===== src/rtl/mips_exec_pkg.sv =====
// -----------------------------------------------------------------------------
// mips_exec_pkg
// Shared constants for the MIPS decode/execute slice: opcodes, R-type funct
// codes, 4-bit ALU control codes and the bit positions of the EX/MEM/WB
// control fields carried down the pipeline.
// -----------------------------------------------------------------------------
package mips_exec_pkg;

    // Opcodes (ins[31:26])
    localparam logic [5:0] OP_RTYPE = 6'b000000;
    localparam logic [5:0] OP_LW    = 6'b100011;
    localparam logic [5:0] OP_SW    = 6'b101011;
    localparam logic [5:0] OP_BEQ   = 6'b000100;
    localparam logic [5:0] OP_ADDI  = 6'b001000;
    localparam logic [5:0] OP_J     = 6'b000010;

    // R-type funct codes (ins[5:0])
    localparam logic [5:0] FN_ADD = 6'b100000;
    localparam logic [5:0] FN_SUB = 6'b100010;
    localparam logic [5:0] FN_AND = 6'b100100;
    localparam logic [5:0] FN_OR  = 6'b100101;
    localparam logic [5:0] FN_SLT = 6'b101010;
    localparam logic [5:0] FN_NOR = 6'b100111;

    // ALU control codes
    localparam logic [3:0] ALU_AND = 4'b0000;
    localparam logic [3:0] ALU_OR  = 4'b0001;
    localparam logic [3:0] ALU_ADD = 4'b0010;
    localparam logic [3:0] ALU_SUB = 4'b0110;
    localparam logic [3:0] ALU_SLT = 4'b0111;
    localparam logic [3:0] ALU_NOR = 4'b1100;
    localparam logic [3:0] ALU_BAD = 4'b1111;

    // EX field {RegDst, ALUOp[1:0], ALUSrc}
    localparam int EX_REG_DST = 3;
    localparam int EX_ALU_OP  = 1;   // low bit of the 2-bit ALUOp
    localparam int EX_ALU_SRC = 0;
    // MEM field {Branch, MemRead, MemWrite}
    localparam int MEM_BRANCH = 2;
    localparam int MEM_READ   = 1;
    localparam int MEM_WRITE  = 0;
    // WB field {RegWrite, WBsel}
    localparam int WB_REG_WRITE = 1;
    localparam int WB_SEL       = 0;

    // Control bundle produced in ID and carried through ID/EX
    typedef struct packed {
        logic [3:0] ex;
        logic [2:0] mem;
        logic [1:0] wb;
    } ctrl_t;

    // ALU control decode from ALUOp and the funct field
    function automatic logic [3:0] alu_ctrl_f(input logic [1:0] alu_op,
                                              input logic [5:0] funct);
        logic [3:0] code;
        code = ALU_ADD;
        case (alu_op)
            2'b00: code = ALU_ADD;
            2'b01: code = ALU_SUB;
            2'b11: code = ALU_ADD;
            default: begin
                case (funct)
                    FN_ADD:  code = ALU_ADD;
                    FN_SUB:  code = ALU_SUB;
                    FN_AND:  code = ALU_AND;
                    FN_OR:   code = ALU_OR;
                    FN_SLT:  code = ALU_SLT;
                    FN_NOR:  code = ALU_NOR;
                    default: code = ALU_BAD;
                endcase
            end
        endcase
        return code;
    endfunction

endpackage


===== src/rtl/mips_alu_core.sv =====
// -----------------------------------------------------------------------------
// mips_alu_core
// Purely combinational 32-bit ALU.
// Ports:
//   i_a, i_b   32-bit operands
//   i_ctrl     4-bit ALU control code (see mips_exec_pkg)
//   o_result   32-bit result, wraps mod 2^32; unknown codes give 0
//   o_zero     1 when o_result == 0
// -----------------------------------------------------------------------------
module mips_alu_core
    import mips_exec_pkg::*;
(
    input  logic [31:0] i_a,
    input  logic [31:0] i_b,
    input  logic [3:0]  i_ctrl,
    output logic [31:0] o_result,
    output logic        o_zero
);

    always_comb begin
        o_result = 32'd0;
        case (i_ctrl)
            ALU_AND: o_result = i_a & i_b;
            ALU_OR:  o_result = i_a | i_b;
            ALU_ADD: o_result = i_a + i_b;
            ALU_SUB: o_result = i_a - i_b;
            ALU_SLT: o_result = ($signed(i_a) < $signed(i_b)) ? 32'd1 : 32'd0;
            ALU_NOR: o_result = ~(i_a | i_b);
            default: o_result = 32'd0;
        endcase
    end

    assign o_zero = (o_result == 32'd0);

endmodule


===== src/rtl/mips_exec_ctrl.sv =====
// -----------------------------------------------------------------------------
// mips_exec_ctrl
// ID/EX slice of a 5-stage MIPS pipeline: main control decode, ID/EX and
// EX/MEM pipeline registers, ALU control decode and the ALU itself.
// Ports:
//   clk, rst (async, active-low)     clock and reset
//   flush                            load a bubble into ID/EX
//   ins, pc_plus4                    IF/ID instruction and PC+4
//   rd_data1, rd_data2               register file data for rs / rt
//   jump, jump_target                comb jump decode for IF
//   exm_mem, exm_wb                  EX/MEM control bundles
//   exm_alu_res, exm_zero            EX/MEM ALU result and zero flag
//   exm_wr_data, exm_reg_dst         EX/MEM store data, destination reg
//   exm_br_target                    EX/MEM branch target
//   pc_src                           take-branch select for IF
// -----------------------------------------------------------------------------
module mips_exec_ctrl
    import mips_exec_pkg::*;
(
    input  logic        clk,
    input  logic        rst,
    input  logic        flush,
    input  logic [31:0] ins,
    input  logic [31:0] pc_plus4,
    input  logic [31:0] rd_data1,
    input  logic [31:0] rd_data2,
    output logic        jump,
    output logic [31:0] jump_target,
    output logic [2:0]  exm_mem,
    output logic [1:0]  exm_wb,
    output logic [31:0] exm_alu_res,
    output logic        exm_zero,
    output logic [31:0] exm_wr_data,
    output logic [4:0]  exm_reg_dst,
    output logic [31:0] exm_br_target,
    output logic        pc_src
);

    // ---------------- ID stage ----------------
    ctrl_t       w_ctrl;
    logic [31:0] w_imm;

    always_comb begin
        w_ctrl = '0;
        case (ins[31:26])
            OP_RTYPE: w_ctrl = '{ex: 4'b0101, mem: 3'b000, wb: 2'b11};
            OP_LW:    w_ctrl = '{ex: 4'b1000, mem: 3'b010, wb: 2'b10};
            OP_SW:    w_ctrl = '{ex: 4'b1000, mem: 3'b001, wb: 2'b00};
            OP_BEQ:   w_ctrl = '{ex: 4'b0011, mem: 3'b100, wb: 2'b00};
            OP_ADDI:  w_ctrl = '{ex: 4'b1000, mem: 3'b000, wb: 2'b11};
            default:  w_ctrl = '0;   // j and unknown opcodes carry no control
        endcase
    end

    assign jump        = (ins[31:26] == OP_J);
    assign jump_target = {4'b0000, ins[25:0], 2'b00};
    assign w_imm       = {{16{ins[15]}}, ins[15:0]};

    // ---------------- ID/EX register ----------------
    ctrl_t       r_idex_ctrl;
    logic [31:0] r_idex_pc4;
    logic [31:0] r_idex_rd1;
    logic [31:0] r_idex_rd2;
    logic [31:0] r_idex_imm;
    logic [4:0]  r_idex_rt;
    logic [4:0]  r_idex_rd;

    always_ff @(posedge clk or negedge rst) begin
        if (!rst) begin
            r_idex_ctrl <= '0;
            r_idex_pc4  <= 32'd0;
            r_idex_rd1  <= 32'd0;
            r_idex_rd2  <= 32'd0;
            r_idex_imm  <= 32'd0;
            r_idex_rt   <= 5'd0;
            r_idex_rd   <= 5'd0;
        end else begin
            // A flush only kills the control; the data fields are don't-care.
            r_idex_ctrl <= flush ? ctrl_t'('0) : w_ctrl;
            r_idex_pc4  <= pc_plus4;
            r_idex_rd1  <= rd_data1;
            r_idex_rd2  <= rd_data2;
            r_idex_imm  <= w_imm;
            r_idex_rt   <= ins[20:16];
            r_idex_rd   <= ins[15:11];
        end
    end

    // ---------------- EX stage ----------------
    logic [1:0]  w_alu_op;
    logic [3:0]  w_alu_ctrl;
    logic [31:0] w_alu_b;
    logic [31:0] w_alu_res;
    logic        w_alu_zero;
    logic [4:0]  w_reg_dst;
    logic [31:0] w_br_target;

    assign w_alu_op    = r_idex_ctrl.ex[EX_ALU_OP+1:EX_ALU_OP];
    assign w_alu_ctrl  = alu_ctrl_f(w_alu_op, r_idex_imm[5:0]);
    // ALUSrc=1 takes the register operand, 0 takes the immediate.
    assign w_alu_b     = r_idex_ctrl.ex[EX_ALU_SRC] ? r_idex_rd2 : r_idex_imm;
    // RegDst=1 selects rt, 0 selects rd.
    assign w_reg_dst   = r_idex_ctrl.ex[EX_REG_DST] ? r_idex_rt : r_idex_rd;
    assign w_br_target = r_idex_pc4 + {r_idex_imm[29:0], 2'b00};

    mips_alu_core u_alu (
        .i_a      (r_idex_rd1),
        .i_b      (w_alu_b),
        .i_ctrl   (w_alu_ctrl),
        .o_result (w_alu_res),
        .o_zero   (w_alu_zero)
    );

    // ---------------- EX/MEM register ----------------
    always_ff @(posedge clk or negedge rst) begin
        if (!rst) begin
            exm_mem       <= 3'd0;
            exm_wb        <= 2'd0;
            exm_alu_res   <= 32'd0;
            exm_zero      <= 1'b0;
            exm_wr_data   <= 32'd0;
            exm_reg_dst   <= 5'd0;
            exm_br_target <= 32'd0;
        end else begin
            exm_mem       <= r_idex_ctrl.mem;
            exm_wb        <= r_idex_ctrl.wb;
            exm_alu_res   <= w_alu_res;
            exm_zero      <= w_alu_zero;
            exm_wr_data   <= r_idex_rd2;
            exm_reg_dst   <= w_reg_dst;
            exm_br_target <= w_br_target;
        end
    end

    assign pc_src = exm_mem[MEM_BRANCH] & exm_zero;

endmodule


===== config.mk =====
export PLATFORM = sky130hd
export DESIGN_NAME = mips_exec_ctrl
export DESIGN_NICKNAME = d
export VERILOG_FILES = /design/src/rtl/mips_exec_pkg.sv /design/src/rtl/mips_alu_core.sv /design/src/rtl/mips_exec_ctrl.sv
export SDC_FILE = /design/constraint.sdc
export NUM_CORES = 1
export LEC_CHECK = 0
export CAP_MARGIN = 20
export CORE_MARGIN = 2
export CORE_UTILIZATION = 35
export DETAILED_ROUTE_END_ITERATION = 16
export GPL_TIMING_DRIVEN = 0
export PLACE_DENSITY = 0.63
export SLEW_MARGIN = 20
export SYNTH_ARGS = -nofsm -noshare
export SYNTH_HDL_FRONTEND = slang
export SYNTH_HIERARCHICAL = 1
export SYNTH_SLANG_ARGS = --single-unit

===== constraint.sdc =====
create_clock -name clk -period 5.4 [get_ports clk]
set_input_delay 0.81 -clock clk [delete_from_list [all_inputs] [get_ports clk]]
set_output_delay 0.81 -clock clk [all_outputs]
set_load 0.05 [all_outputs]

==> results.txt <==
- Before antenna repair, the detailed router went through 5 iterations.
* CTS H-Tree Depth: 1
- Max Cap Violations: 0
- Final period util: 94.5%
* Final Hold Fails: 0
- After floorplanning, the core was sized to cover 0.0395 sq mm.
* Drt first-iter violations: 789
- Final #Nets: 2019
- The congestion estimate from routability-driven global placement came to 0.932.
- The number of hold buffers added after CTS was 0.
* Area Growth Syn to Fin: 31.5%
- Accumulated negative setup slack: 0 ns
- Summing over every cut layer, the via total after detailed routing is 12400.
- The worst-case IR drop observed on VDD is 0.000232 V.
* Setup slack at placement: -0.930 ns
* Number of buffers created by CTS: 27
- The share of the Yosys chip area taken by registers is 41.6%.
- At the later pin of the worst-skew pair, clock insertion delay measures 0.55 ns.
- For this run, the number of Yosys warnings is 6.
- Path type of the worst min-delay path: in -> async
* Crit Path Max Fanout: 10
- Count of pins over their slew limit: 0
* Max-slew headroom at the worst pin: 44.1%
* Root buffer cell: sky130_fd_sc_hd__clkbuf_16
- Worst Setup End Kind: register
* Min cycle time layout: 5.10 ns
* CTS tree: done
* Setup violations, final: 0
- After filler insertion, the fill cell instance count of the layout stands at 3743.
* Area fraction in compound gates after synthesis: 21.8%
- From bottom edge to top edge, the die measures 204 um.
- The portion of synthesized area spent on multiplexers is 1.89%.
* Most frequent cells in the layout: sky130_fd_sc_hd__clkdlybuf4s50_1, sky130_fd_sc_hd__dfrtp_1, sky130_fd_sc_hd__ha_1, sky130_fd_sc_hd__nand2_1, sky130_fd_sc_hd__nor2_1
- Remaining DRCs: 0
- Dividing the detail-routed via count by the number of cells gives 5.37.
* Share of cells above drive strength 1: 9.81%
* Initial Utilization: 35.2%
* Number of enable flip-flop cells after synthesis: 0
- Mapped Area: 0.0139 sq mm
* Clock input transition at the sequential cells of the worst setup and hold paths: 0.06 ns
* Synthesized area divided by synthesized cell count: 9.55 sq um
- In this run the post-CTS setup repair buffer count came out at 0.
- Global Route met2 Usage: 36.5%
* XOR/XNOR share of the synthesized area: 1.57%
- Site Rows: 73
- Summed over all cells, the static leakage comes to 8.05 nW.
* Run status: completed
* Clock sink count: 232
- P per Cell Area: 300 mW/mm^2
* Total power: 5.50 mW
- STA puts the critical path data arrival time at 5.51 ns.
* Count of mapped cells out of synthesis: 1460
* Chip Width: 204 um
* Most common cell after layout, fill and taps aside: sky130_fd_sc_hd__clkdlybuf4s50_1
* Synthesized flop and latch total: 232
- STA classifies the critical path startpoint as a register.
* Data required time at the worst endpoint: 5.81 ns
- For the final database, setup skew stands at 0.0141 ns.
- In the synthesized netlist the dominant register cell turns out to be sky130_fd_sc_hd__dfrtp_1.
* Average detailed-routed wire length per instance: 20.5 um
- The HPWL after detailed placement is 37900 um.
- Area used by multi-input combinational logic: 0.00739 sq mm
- The detail route stage leaves a number of antenna-violating nets equal to 0.
- For this design the top-level I/O count stands at 272.
- The clock passes through at most 3 buffers.
* Global-route track usage on met1: 29.3%
- The setup path with the least slack is of type reg -> reg.
- Entering global routing, the biggest net connects 66 pins.
- In this run the tool buffered the top-level ports with 260 buffer cells.
- Residual overflow from global routing: 0
* Worst Tran Pin Value: 0.838 ns
- For this block, the routed nets add up to 47100 um of wire.
- Wire length of the first global-routing pass: 72200 um
- Number of global-route vias before repair: 12300
- Post-synth ARST share: 100%
- Total die area: 0.0414 sq mm
- The synthesized netlist devotes 12.2% of its cell area to adder and majority cells.
* Sequential cell area: 0.00581 sq mm
- The initial antenna violation count is 11.
* Worst setup slack after layout: 0.298 ns
- Global routing consumed, over all layers together, 22.6% of the routing resources.
- Count of cell types in the netlist: 86
- Timing-limited maximum frequency: 196 MHz
- Post-synthesis simple-gate area fraction: 14.4%
- Global routing consumed, on the met3 layer, 5.64% of the routing resources.
- The layer flagged by global routing as most heavily used is met2.
- Main combinational cell family by area after synthesis: compound AO/OA/AOI/OAI gates
==> critical path, cell delays in order (launching register included) <==
cell	delay, ns
sky130_fd_sc_hd__dfrtp_2	0.48
sky130_fd_sc_hd__buf_4	0.27
sky130_fd_sc_hd__mux2_2	0.38
sky130_fd_sc_hd__inv_1	0.09
sky130_fd_sc_hd__ha_1	0.15
sky130_fd_sc_hd__clkbuf_2	0.25
sky130_fd_sc_hd__inv_1	0.11
sky130_fd_sc_hd__a21oi_1	0.29
sky130_fd_sc_hd__o31ai_1	0.17
sky130_fd_sc_hd__a211oi_2	0.51
sky130_fd_sc_hd__o21ai_2	0.21
sky130_fd_sc_hd__a311oi_2	0.44
sky130_fd_sc_hd__o21bai_1	0.14
sky130_fd_sc_hd__a221oi_1	0.25
sky130_fd_sc_hd__o21ai_0	0.17
sky130_fd_sc_hd__or4b_1	0.63
sky130_fd_sc_hd__nor4_4	0.43
==> stage by stage <==
step           hold slack [ns]  utilization, %  cell area (sq um)  std cells
5_1_grt                  0.173            46.3              18300       2303
2_1_floorplan            0.331               -              14000       1465
4_1_cts                  0.153            46.1              18200       2298
3_5_place_dp             0.337            43.8              17300       2253
3_3_place_gp             0.333            43.5              17200       2250
6_report                 0.151            46.3              18300       2304
==> synthesized netlist by cell type (all sizes together) (7+ instances only) <==
cell type / n / share of area, %
o21bai: 17 / 0.92
inv: 108 / 2.9
a21o: 27 / 1.5
a211o: 8 / 0.50
o211ai: 18 / 0.97
nand3: 17 / 0.61
o22ai: 7 / 0.31
nor2: 119 / 3.2
buf: 47 / 2.4
o21a: 14 / 0.75
nor2b: 17 / 0.82
a221oi: 28 / 1.8
o21ai: 68 / 2.4
nand2b: 13 / 0.58
xor2: 8 / 0.50
xnor2: 17 / 1.1
a22oi: 16 / 0.86
o2111ai: 7 / 0.44
or3: 10 / 0.45
and3: 9 / 0.44
and2: 16 / 0.74
nand2: 127 / 3.4
o221ai: 8 / 0.50
nor4: 9 / 0.49
nor3: 22 / 0.79
a31oi: 15 / 0.67
nand4: 15 / 0.67
dfrtp: 232 / 42
mux2: 19 / 1.5
clkbuf: 45 / 1.2
a21oi: 97 / 3.5
o221a: 8 / 0.65
a31o: 7 / 0.44
a211oi: 24 / 1.4
ha: 131 / 12
==> cell type report <==
class	count	share of cell area, %
tap	525	3.58
antenna	6	0.0819
buffer	89	2.72
clock buffer	36	3.87
clock inverter	12	0.826
multi-input combinational	1033	40.3
sequential	232	31.7
inverter	108	2.21
timing repair buffer	263	14.7
==> registers in the layout, indices dropped and copies added (netlist names) <==
signal and count:
exm_alu_res 32, exm_br_target 32, exm_wr_data 32, r_idex_pc4 32
r_idex_rd1 32, r_idex_rd2 32, r_idex_imm 12, r_idex_ctrl 8
exm_reg_dst 5, r_idex_rt 5, r_idex_rd 4, exm_mem 3
exm_wb 2, exm_zero 1
==> metal layers <==
metal / vias to the layer above / routed length, um
li1: 5820 / -
met1: 5983 / 20000
met2: 466 / 21700
met3: 98 / 3820
met4: 6 / 1600
met5: - / 38
==> where the power goes <==
part	total, mW	switching, mW	internal [mW]
registers	1.96	0.0706	1.89
clock network	1.78	0.717	1.07
logic	1.76	1.13	0.628
==> final timing paths <==
kind,start,to,slack [ns],cells past startpoint
hold / removal,rst,exm_alu_res[30],0.15,1
min in group clk,r_idex_pc4[1],exm_br_target[1],0.35,0
hold reg to reg,r_idex_pc4[1],exm_br_target[1],0.35,0
setup reg to reg,r_idex_ctrl[5],exm_zero,0.30,16
max in group asynchronous,rst,r_idex_pc4[2],3.94,4
setup / recovery,r_idex_ctrl[5],exm_zero,0.30,16
==> repair_timing <==
action,in CTS,in global routing
resized for setup,19,26
pin swaps,0,4
endpoints found under the setup margin,1,1
==> logic make-up (layout without fill, tap and decap cells) <==
logic type / count (synthesis) / in the layout
adders and majority gates: 134 / 134
muxes: 24 / 24
xor gates and xnor gates: 25 / 25
and+or+nand+nor: 411 / 411
other: 1 / 12
AOI/OAI and AO/OA: 433 / 433
DFF: 232 / 232
buffers and inverters: 200 / 508
No activity file was read; power rests on OpenSTA's default activity.
